[src/rtl/uart_echo_fifo.sv]
// -----------------------------------------------------------------------------
// uart_echo_fifo
//   Buffering echo engine placed between the UART receiver's byte strobe and
//   the UART transmitter's load strobe. Received bytes queue in a FIFO while
//   the transmitter is busy. Each byte is echoed raw, folded to uppercase, or
//   sent as two ASCII hex characters, depending on MODE. The block also keeps a
//   last-byte register for the display, a received-byte counter, fill status
//   and a sticky overflow flag.
//
// Parameters
//   DEPTH   FIFO entries (power of two, 2..256)
//   ADDR_W  log2(DEPTH)
//   MODE    0 = raw echo, 1 = a-z folded to A-Z, 2 = two hex characters
//   CNT_W   width of the received-byte counter
//
// Ports
//   i_clk            system clock, rising edge
//   i_reset          asynchronous active-low reset
//   i_rx_data_ready  one-cycle strobe: i_rx_data valid
//   i_rx_data        received byte
//   i_tx_done        one-cycle strobe: transmitter finished current character
//   i_clr_ovf        synchronous clear of o_overflow
//   o_tx_data_ready  one-cycle load strobe to the transmitter
//   o_tx_data        character for the transmitter, held between strobes
//   o_last_byte      last byte accepted into the FIFO
//   o_count          bytes accepted since reset (wraps)
//   o_fill           FIFO occupancy 0..DEPTH
//   o_empty          o_fill == 0
//   o_full           o_fill == DEPTH
//   o_overflow       sticky: a byte was dropped because the FIFO was full
// -----------------------------------------------------------------------------
module uart_echo_fifo #(
  parameter int unsigned DEPTH  = 16,
  parameter int unsigned ADDR_W = 4,
  parameter int unsigned MODE   = 0,
  parameter int unsigned CNT_W  = 16
) (
  input  logic              i_clk,
  input  logic              i_reset,
  input  logic              i_rx_data_ready,
  input  logic [7:0]        i_rx_data,
  input  logic              i_tx_done,
  input  logic              i_clr_ovf,
  output logic              o_tx_data_ready,
  output logic [7:0]        o_tx_data,
  output logic [7:0]        o_last_byte,
  output logic [CNT_W-1:0]  o_count,
  output logic [ADDR_W:0]   o_fill,
  output logic              o_empty,
  output logic              o_full,
  output logic              o_overflow
);

  localparam logic [ADDR_W:0] FULL_FILL = (ADDR_W+1)'(DEPTH);

  typedef enum logic [2:0] {
    ST_IDLE,
    ST_SEND,
    ST_WAIT,
    ST_SEND_LO,
    ST_WAIT_LO
  } state_e;

  // ---------------------------------------------------------------------------
  // Storage and status registers
  // ---------------------------------------------------------------------------
  logic [7:0]        mem_q [DEPTH];
  logic [ADDR_W-1:0] wr_ptr_q;
  logic [ADDR_W-1:0] rd_ptr_q;
  logic [ADDR_W:0]   fill_q;
  logic [ADDR_W:0]   fill_d;
  logic              empty_q;
  logic              full_q;
  logic [7:0]        last_q;
  logic [CNT_W-1:0]  count_q;
  logic              ovf_q;

  state_e            state_q;
  logic [7:0]        hold_q;
  logic              tx_rdy_q;
  logic [7:0]        tx_data_q;

  logic              pop;
  logic              push;
  logic              drop;
  logic [7:0]        head;

  // ---------------------------------------------------------------------------
  // Character transforms
  // ---------------------------------------------------------------------------
  function automatic logic [7:0] hex_char(input logic [3:0] n);
    logic [7:0] r;
    if (n <= 4'd9) r = 8'h30 + {4'h0, n};
    else           r = 8'h37 + {4'h0, n};
    return r;
  endfunction

  function automatic logic [7:0] first_char(input logic [7:0] b);
    logic [7:0] r;
    r = b;
    if (MODE == 1) begin
      if (b >= 8'h61 && b <= 8'h7A) r = b - 8'h20;
    end else if (MODE == 2) begin
      r = hex_char(b[7:4]);
    end
    return r;
  endfunction

  // ---------------------------------------------------------------------------
  // Push / pop decisions
  // ---------------------------------------------------------------------------
  // A pop frees a slot on the same edge, so a full FIFO still accepts a byte
  // when the FSM is taking the head at that moment.
  always_comb begin
    pop  = (state_q == ST_IDLE) && !empty_q;
    push = i_rx_data_ready && (!full_q || pop);
    drop = i_rx_data_ready && !push;
    head = mem_q[rd_ptr_q];
  end

  always_comb begin
    fill_d = fill_q;
    case ({push, pop})
      2'b10:   fill_d = fill_q + (ADDR_W+1)'(1);
      2'b01:   fill_d = fill_q - (ADDR_W+1)'(1);
      default: fill_d = fill_q;
    endcase
  end

  // FIFO storage carries no reset; only the pointers define validity.
  always_ff @(posedge i_clk) begin
    if (push) mem_q[wr_ptr_q] <= i_rx_data;
  end

  always_ff @(posedge i_clk or negedge i_reset) begin
    if (!i_reset) begin
      wr_ptr_q <= '0;
      rd_ptr_q <= '0;
      fill_q   <= '0;
      empty_q  <= 1'b1;
      full_q   <= 1'b0;
      last_q   <= '0;
      count_q  <= '0;
      ovf_q    <= 1'b0;
    end else begin
      fill_q  <= fill_d;
      empty_q <= (fill_d == '0);
      full_q  <= (fill_d == FULL_FILL);
      if (push) begin
        wr_ptr_q <= wr_ptr_q + ADDR_W'(1);
        last_q   <= i_rx_data;
        count_q  <= count_q + CNT_W'(1);
      end
      if (pop) rd_ptr_q <= rd_ptr_q + ADDR_W'(1);
      // Setting takes priority over a coincident clear.
      if (drop)           ovf_q <= 1'b1;
      else if (i_clr_ovf) ovf_q <= 1'b0;
    end
  end

  // ---------------------------------------------------------------------------
  // Transmit FSM with registered strobe and character
  // ---------------------------------------------------------------------------
  always_ff @(posedge i_clk or negedge i_reset) begin
    if (!i_reset) begin
      state_q   <= ST_IDLE;
      hold_q    <= '0;
      tx_rdy_q  <= 1'b0;
      tx_data_q <= '0;
    end else begin
      tx_rdy_q <= 1'b0;
      case (state_q)
        ST_IDLE: begin
          if (pop) begin
            hold_q  <= head;
            state_q <= ST_SEND;
          end
        end
        ST_SEND: begin
          tx_rdy_q  <= 1'b1;
          tx_data_q <= first_char(hold_q);
          state_q   <= ST_WAIT;
        end
        ST_WAIT: begin
          if (i_tx_done) state_q <= (MODE == 2) ? ST_SEND_LO : ST_IDLE;
        end
        ST_SEND_LO: begin
          tx_rdy_q  <= 1'b1;
          tx_data_q <= hex_char(hold_q[3:0]);
          state_q   <= ST_WAIT_LO;
        end
        ST_WAIT_LO: begin
          if (i_tx_done) state_q <= ST_IDLE;
        end
        default: state_q <= ST_IDLE;
      endcase
    end
  end

  assign o_tx_data_ready = tx_rdy_q;
  assign o_tx_data       = tx_data_q;
  assign o_last_byte     = last_q;
  assign o_count         = count_q;
  assign o_fill          = fill_q;
  assign o_empty         = empty_q;
  assign o_full          = full_q;
  assign o_overflow      = ovf_q;

endmodule

[config.mk]
export PLATFORM = sky130hd
export DESIGN_NAME = uart_echo_fifo
export DESIGN_NICKNAME = d
export VERILOG_FILES = /design/src/rtl/uart_echo_fifo.sv
export SDC_FILE = /design/constraint.sdc
export NUM_CORES = 1
export LEC_CHECK = 0
export CAP_MARGIN = 20
export CORE_UTILIZATION = 63
export CTS_CLUSTER_DIAMETER = 40
export DETAILED_ROUTE_END_ITERATION = 7
export MAX_ROUTING_LAYER = met4
export PLACE_DENSITY_LB_ADDON = 0.12
export SLEW_MARGIN = 15
export SYNTH_ARGS = -nofsm -noshare
export SYNTH_HDL_FRONTEND = slang
export SYNTH_SLANG_ARGS = --single-unit
[constraint.sdc]
create_clock -name i_clk -period 7.95 [get_ports i_clk]
set_clock_uncertainty 0.1 [all_clocks]
set_input_delay 1.59 -clock i_clk [delete_from_list [all_inputs] [get_ports i_clk]]
set_output_delay 1.59 -clock i_clk [all_outputs]
set_load 0.02 [all_outputs]
==> impl_metrics.csv <==
group,metric,value,unit
outcome,status,"finished, final reports clean",
grt,track_usage,26.7,%
logic_synthesis,syn_area_per_cell,15.9,um^2
logic_synthesis,yosysSeqAreaShare,69.5,%
route,antenna_left,0,
sta,slew_headroom,49.1,%
sta,slew_viol_final,0,
route,post_drt_wl_per_cell,21.7,um
pwr,powerDensity,385,nW/um^2
clock_tree,clk_latency,0.43,ns
setup_path,slowest_delay,0.56,ns
pwr,leakage,3.34,nW
clock_tree,h-tree-depth,4,
cells_and_area,final_cell_mix,"128 x edfxtp_1, 58 x dfrtp_1, 53 x nand2_1",
sta,worst_slack,3.09,ns
clock_tree,cts_buffers,17,
logic_synthesis,synth_edf_count,128,
sta,fmax,206,MHz
setup_path,r2r_cells,11,
setup_path,crit_arrival,5.10,ns
logic_synthesis,synthCells,483,
clock_tree,postCtsSetupBuffers,0,
route,vias_per_cell,6.12,
flow_run,drv_cap,0,
floorplan,start_util,65.9,%
logic_synthesis,syn_area,7690,um^2
clock_tree,clockBufferDepth,2,
floorplan,die-area,12600,um^2
cells_and_area,final_common_cell,"edfxtp_1",
floorplan,rows,39,
grt,grt_pass1_vias,4292,
clock_tree,cts_tree,"done",
cells_and_area,drive_gt1_share,14.0,%
logic_synthesis,async_flop_share,31.9,%
grt,grt_max_degree,61,
grt,grt_pass1_wl,23.9,mm
setup_path,cp-end-kind,"flip-flop",
setup_path,slowest_stage,"a21boi_4",
placement,dp_hpwl,9.41,mm
route,dr_total_vias,4237,
cells_and_area,area_growth,16.7,%
clock_tree,post_cts_resized,0,
cells_and_area,n_antenna_cell,0,
sta,layout_min_cycle_time,4.86,ns
sta,rsz0062_at_grt,"no",
sta,fin_tns_setup,0,ns
setup_path,crit_required,8.19,ns
cells_and_area,fin_cells,692,
sta,worstMarginPinSlew,0.763,ns
setup_path,cp_max_fo,23,
sta,finalHoldViolCount,0,
worst_hold_path,whs_path_depth,2,
logic_synthesis,synth_nets,507,
floorplan,core,11700,um^2
floorplan,die_h,112,um
clock_tree,clkTransAtPathRegs,0.06,ns
clock_tree,root_buffer,"clkbuf_16",
placement,pre_cts_slack,2.74,ns
setup_path,setup.worst_path.start_class,"primary input",
clock_tree,cts_hold_buffers,0,
sta,holdWs,0.379,ns
placement,placedCellCount,660,
clock_tree,clock-sinks,188,
logic_synthesis,ys_ff_latch,188,
route,dr.first_iter.drc_count,290,
placement,io_buffers,53,
setup_path,crit_type,"primary input to flip-flop",
grt,gr-total-overflow,0,
sta,setup_viol,0,
floorplan,die_w,112,um
floorplan,pin_count,54,
placement,gp_congestion,0.827,
grt,antenna_found_initial,0,
logic_synthesis,synthDistinctLibCells,45,
worst_hold_path,hold_path.class,"flip-flop to flip-flop",
cells_and_area,final_nets,560,
setup_path,crit_chain,"clkdlybuf4s50_1 -> a21boi_4 -> inv_1 -> ha_1 -> xor2_1 -> ha_1 -> nor2_1 -> a221o_1 -> a2111oi_2 -> xor2_1 -> nor3b_1",
route,routed_wl,15.0,mm
logic_synthesis,synth_warnings,0,
sta,period_share,61.1,%
logic_synthesis,yosys_most_used_dff,"edfxtp_1",
pwr,vdd_drop_max,0.000293,V
route,drtPass1Iterations,4,
route,route.detailed.drc,0,
[state kept, by name, indices dropped and copies added, names as in the netlist]
register,cells
mem_q,128
o_count,16
hold_q,8
o_last_byte,8
o_tx_data,8
o_fill,5
rd_ptr_q,4
wr_ptr_q,4
state_q,3
o_empty,1
o_full,1
o_overflow,1
o_tx_data_ready,1
[cell families after synthesis]
logic type	share of synthesized area, %
DFF	69.5
and+or+nand+nor	7.93
muxes	11.7
AOI/OAI and AO/OA	3.91
buffers and inverters	2.03
xor gates and xnor gates	3.08
adders and majority gates	1.79
[worst paths after layout]
check / start / endpoint / slack (ns)
setup / recovery: i_rx_data_ready / o_full / 3.09
hold / removal: o_tx_data[1] / o_tx_data[1] / 0.38
setup reg to reg: state_q[1] / o_full / 3.60
hold reg to reg: o_tx_data[1] / o_tx_data[1] / 0.38
max in group asynchronous: i_reset / rd_ptr_q[0] / 5.99
min in group asynchronous: i_reset / o_count[11] / 1.20
[Yosys cell counts, types with 2 or more instances]
cell	instances	area share [%]
edfxtp_1	128	50
dfrtp_1	59	19
nand2_1	53	2.6
mux4_2	30	8.8
xnor2_1	21	2.4
o21ai_0	20	1.3
mux2i_1	18	2.3
nor2_1	17	0.83
inv_1	12	0.59
a21oi_1	11	0.72
and2_1	11	0.90
clkbuf_1	11	0.54
ha_1	11	1.8
and3_1	7	0.57
nand3_1	7	0.46
and4_1	6	0.68
nand4_1	6	0.49
xor2_1	6	0.68
buf_2	5	0.33
nand2b_1	5	0.41
buf_1	4	0.20
mux2_2	4	0.59
nor3_1	3	0.20
a21boi_0	2	0.20
a311oi_1	2	0.23
buf_6	2	0.29
nor3b_1	2	0.20
o211ai_1	2	0.20
o22ai_1	2	0.16
[worst max-delay path, delay by kind of cell]
family	cells	cell delay, ns
XOR/XNOR	2	0.43
adder cells (fa/ha/maj)	2	0.61
AO/OA/AOI/OAI	3	1.27
AND/OR/NAND/NOR	2	0.29
buffers and inverters	2	0.90
[power breakdown]
part / switching [mW] / total [mW] / internal (mW)
clock: 0.357 / 0.927 / 0.570
sequential: 0.142 / 1.38 / 1.24
combinational: 0.633 / 1.14 / 0.509
total: 1.13 / 3.45 / 2.32
[metal layers]
metal | global-route usage, % | wire length [um]
met4 | 8.27 | 219
met2 | 41.1 | 7440
met5 | - | 0
met1 | 37.3 | 6750
met3 | 4.75 | 613
[per-stage QoR]
stage	util, %	instance area [um^2]	power, mW
after floorplan	-	7690	2.17
after global placement	71.3	8310	2.48
after detailed placement	71.3	8310	2.53
after CTS	76.9	8970	3.46
after global routing	76.9	8970	3.61
final	76.9	8970	3.45
[cell type report]
class	instances	area, um^2
sequential	188	5350
fill	684	2690
multi-input combinational	260	2180
timing repair buffer	57	556
clock buffer	19	443
clock inverter	13	215
tap	143	179
inverter	12	45.0
Note: power is estimated with default switching activity, not from simulation.
==> RTL edit (config.mk and constraints unchanged) <==
The 5 states of `state_e` get a one-hot encoding in 5 bits.
--- a/src/rtl/uart_echo_fifo.sv
+++ b/src/rtl/uart_echo_fifo.sv
@@ -55,8 +55,8 @@
 
-  typedef enum logic [2:0] {
-    ST_IDLE,
-    ST_SEND,
-    ST_WAIT,
-    ST_SEND_LO,
-    ST_WAIT_LO
+  typedef enum logic [4:0] {
+    ST_IDLE    = 5'b00001,
+    ST_SEND    = 5'b00010,
+    ST_WAIT    = 5'b00100,
+    ST_SEND_LO = 5'b01000,
+    ST_WAIT_LO = 5'b10000
   } state_e;
Check against the original RTL: no difference found for any inputs over 10 cycles, from zero or initial values and one cycle with i_reset low; not proved beyond that.
==> RTL edit against the original RTL <==
  * The run now ends with DRC left
  * Register-to-register slack improved by 0.32 ns
  * Combinational power is 5% lower
  * Sequential cell count unchanged
  * Sequential power hardly changed
  * Synthesized area shrank 2.3%
  * First-iteration DRC count rose by 18%
  * Worst setup slack improved by 0.59 ns
  * Count of clock-buffer cells in the layout increased by 3
  * Worst hold slack better by 0.012 ns
  * Design area is 1.9% lower
  * Routed wire length is 4.7% lower
  * Total power is 3.2% lower
  * Synthesized cell count shrank 5.4%
  * Critical path type unchanged
  * Largest cell class unchanged
==> RTL edit: results (changes against the original RTL) <==
synthAdderAreaFrac_pct: 1.50  # -0.29 points
status: "finished with violations"
route.detailed.drc: 6  # +6
synthMuxAreaShare_pct: 12.2  # +0.50 points
syn_inst: 457  # -5.4%
yosysTopAreaCellShare_pct: 51.2  # +1.2 points
synth-seq-area-share_pct: 71.2  # +1.7 points
dpl.hpwl_um: 9020  # -4.1%
grt_pass1_wl_um: 23200  # -2.8%
reg2reg_slack_ns: 3.92  # +0.32 ns
num-multi-input-gates: 231  # -11%
swShare_pct: 31.4  # -1.4 points
synth_xor_area_share_pct: 3.03  # -0.043 points
crit_family: "buffers and inverters"
nonClkBufAreaFrac_pct: 6.79  # +0.60 points
clock_buffers: 22  # +3
wl_met2_um: 7260  # -2.5%
rr_startpoint: "state_q[0]"
p_leak_nw: 3.23  # -3.4%
nFillCells: 672  # -1.8%
wire_per_inst_um: 21.3  # -2.0%
signal_buffers: 63  # +11%
dr_wl_met3_um: 718  # +17%
pg_comb_mw: 1.08  # -5%
min_period_over_period_pct: 53.7  # -7.5 points
drtIter0Drc: 343  # +18%
synth_compound_area_share_pct: 3.28  # -0.62 points
hold_slack_ns: 0.391  # +0.0120 ns
violations: "DRC"
layout-drive-gt1-share_pct: 16.6  # +2.6 points
cp_slowest_stage_delay_ns: 0.47  # -0.09 ns
r2r.worst_path.cells: 12  # +1
met1_usage_pct: 34.8  # -2.5 points
viasPerCell: 6.10  # -0.45%
synth_fp_nets: 479  # -5.5%
fin_nets: 539  # -3.8%
min_to: "o_count[13]"
grt_pass1_vias: 4321  # +0.68%
ys_top_cells_by_count: "edfxtp_1, dfrtp_1, nand2_1, mux4_2, xnor2_1"
hold_depth: 1  # -1
[RTL edit: changes by cell type in the layout (fill, tap and decap cells not counted), moves of 6 or more]
cell / delta
mux2i_1: -13
o21ai_0: -9
mux2_2: +11
nand2_1: -7
and2_1: -10
a221o_1: +6
[RTL edit: per-stage QoR]
stage | util [%] | total power [mW] | cells | cell area (um2)
2_1_floorplan | - | 2.12 | 457 | 7510
3_3_place_gp | 71.1 | 2.44 | 640 | 8190
3_5_place_dp | 71.1 | 2.48 | 641 | 8190
4_1_cts | 76.4 | 3.36 | 673 | 8800
5_1_grt | 76.4 | 3.50 | 673 | 8800
6_report | 76.4 | 3.34 | 673 | 8800
[RTL edit: cell families after synthesis]
logic type / count (synthesis)
AO/OA/AOI/OAI: 38
XOR/XNOR: 26
adder cells (fa/ha/maj): 9
buffers and inverters: 38
flip-flops: 188
multiplexers: 51
AND/OR/NAND/NOR: 107
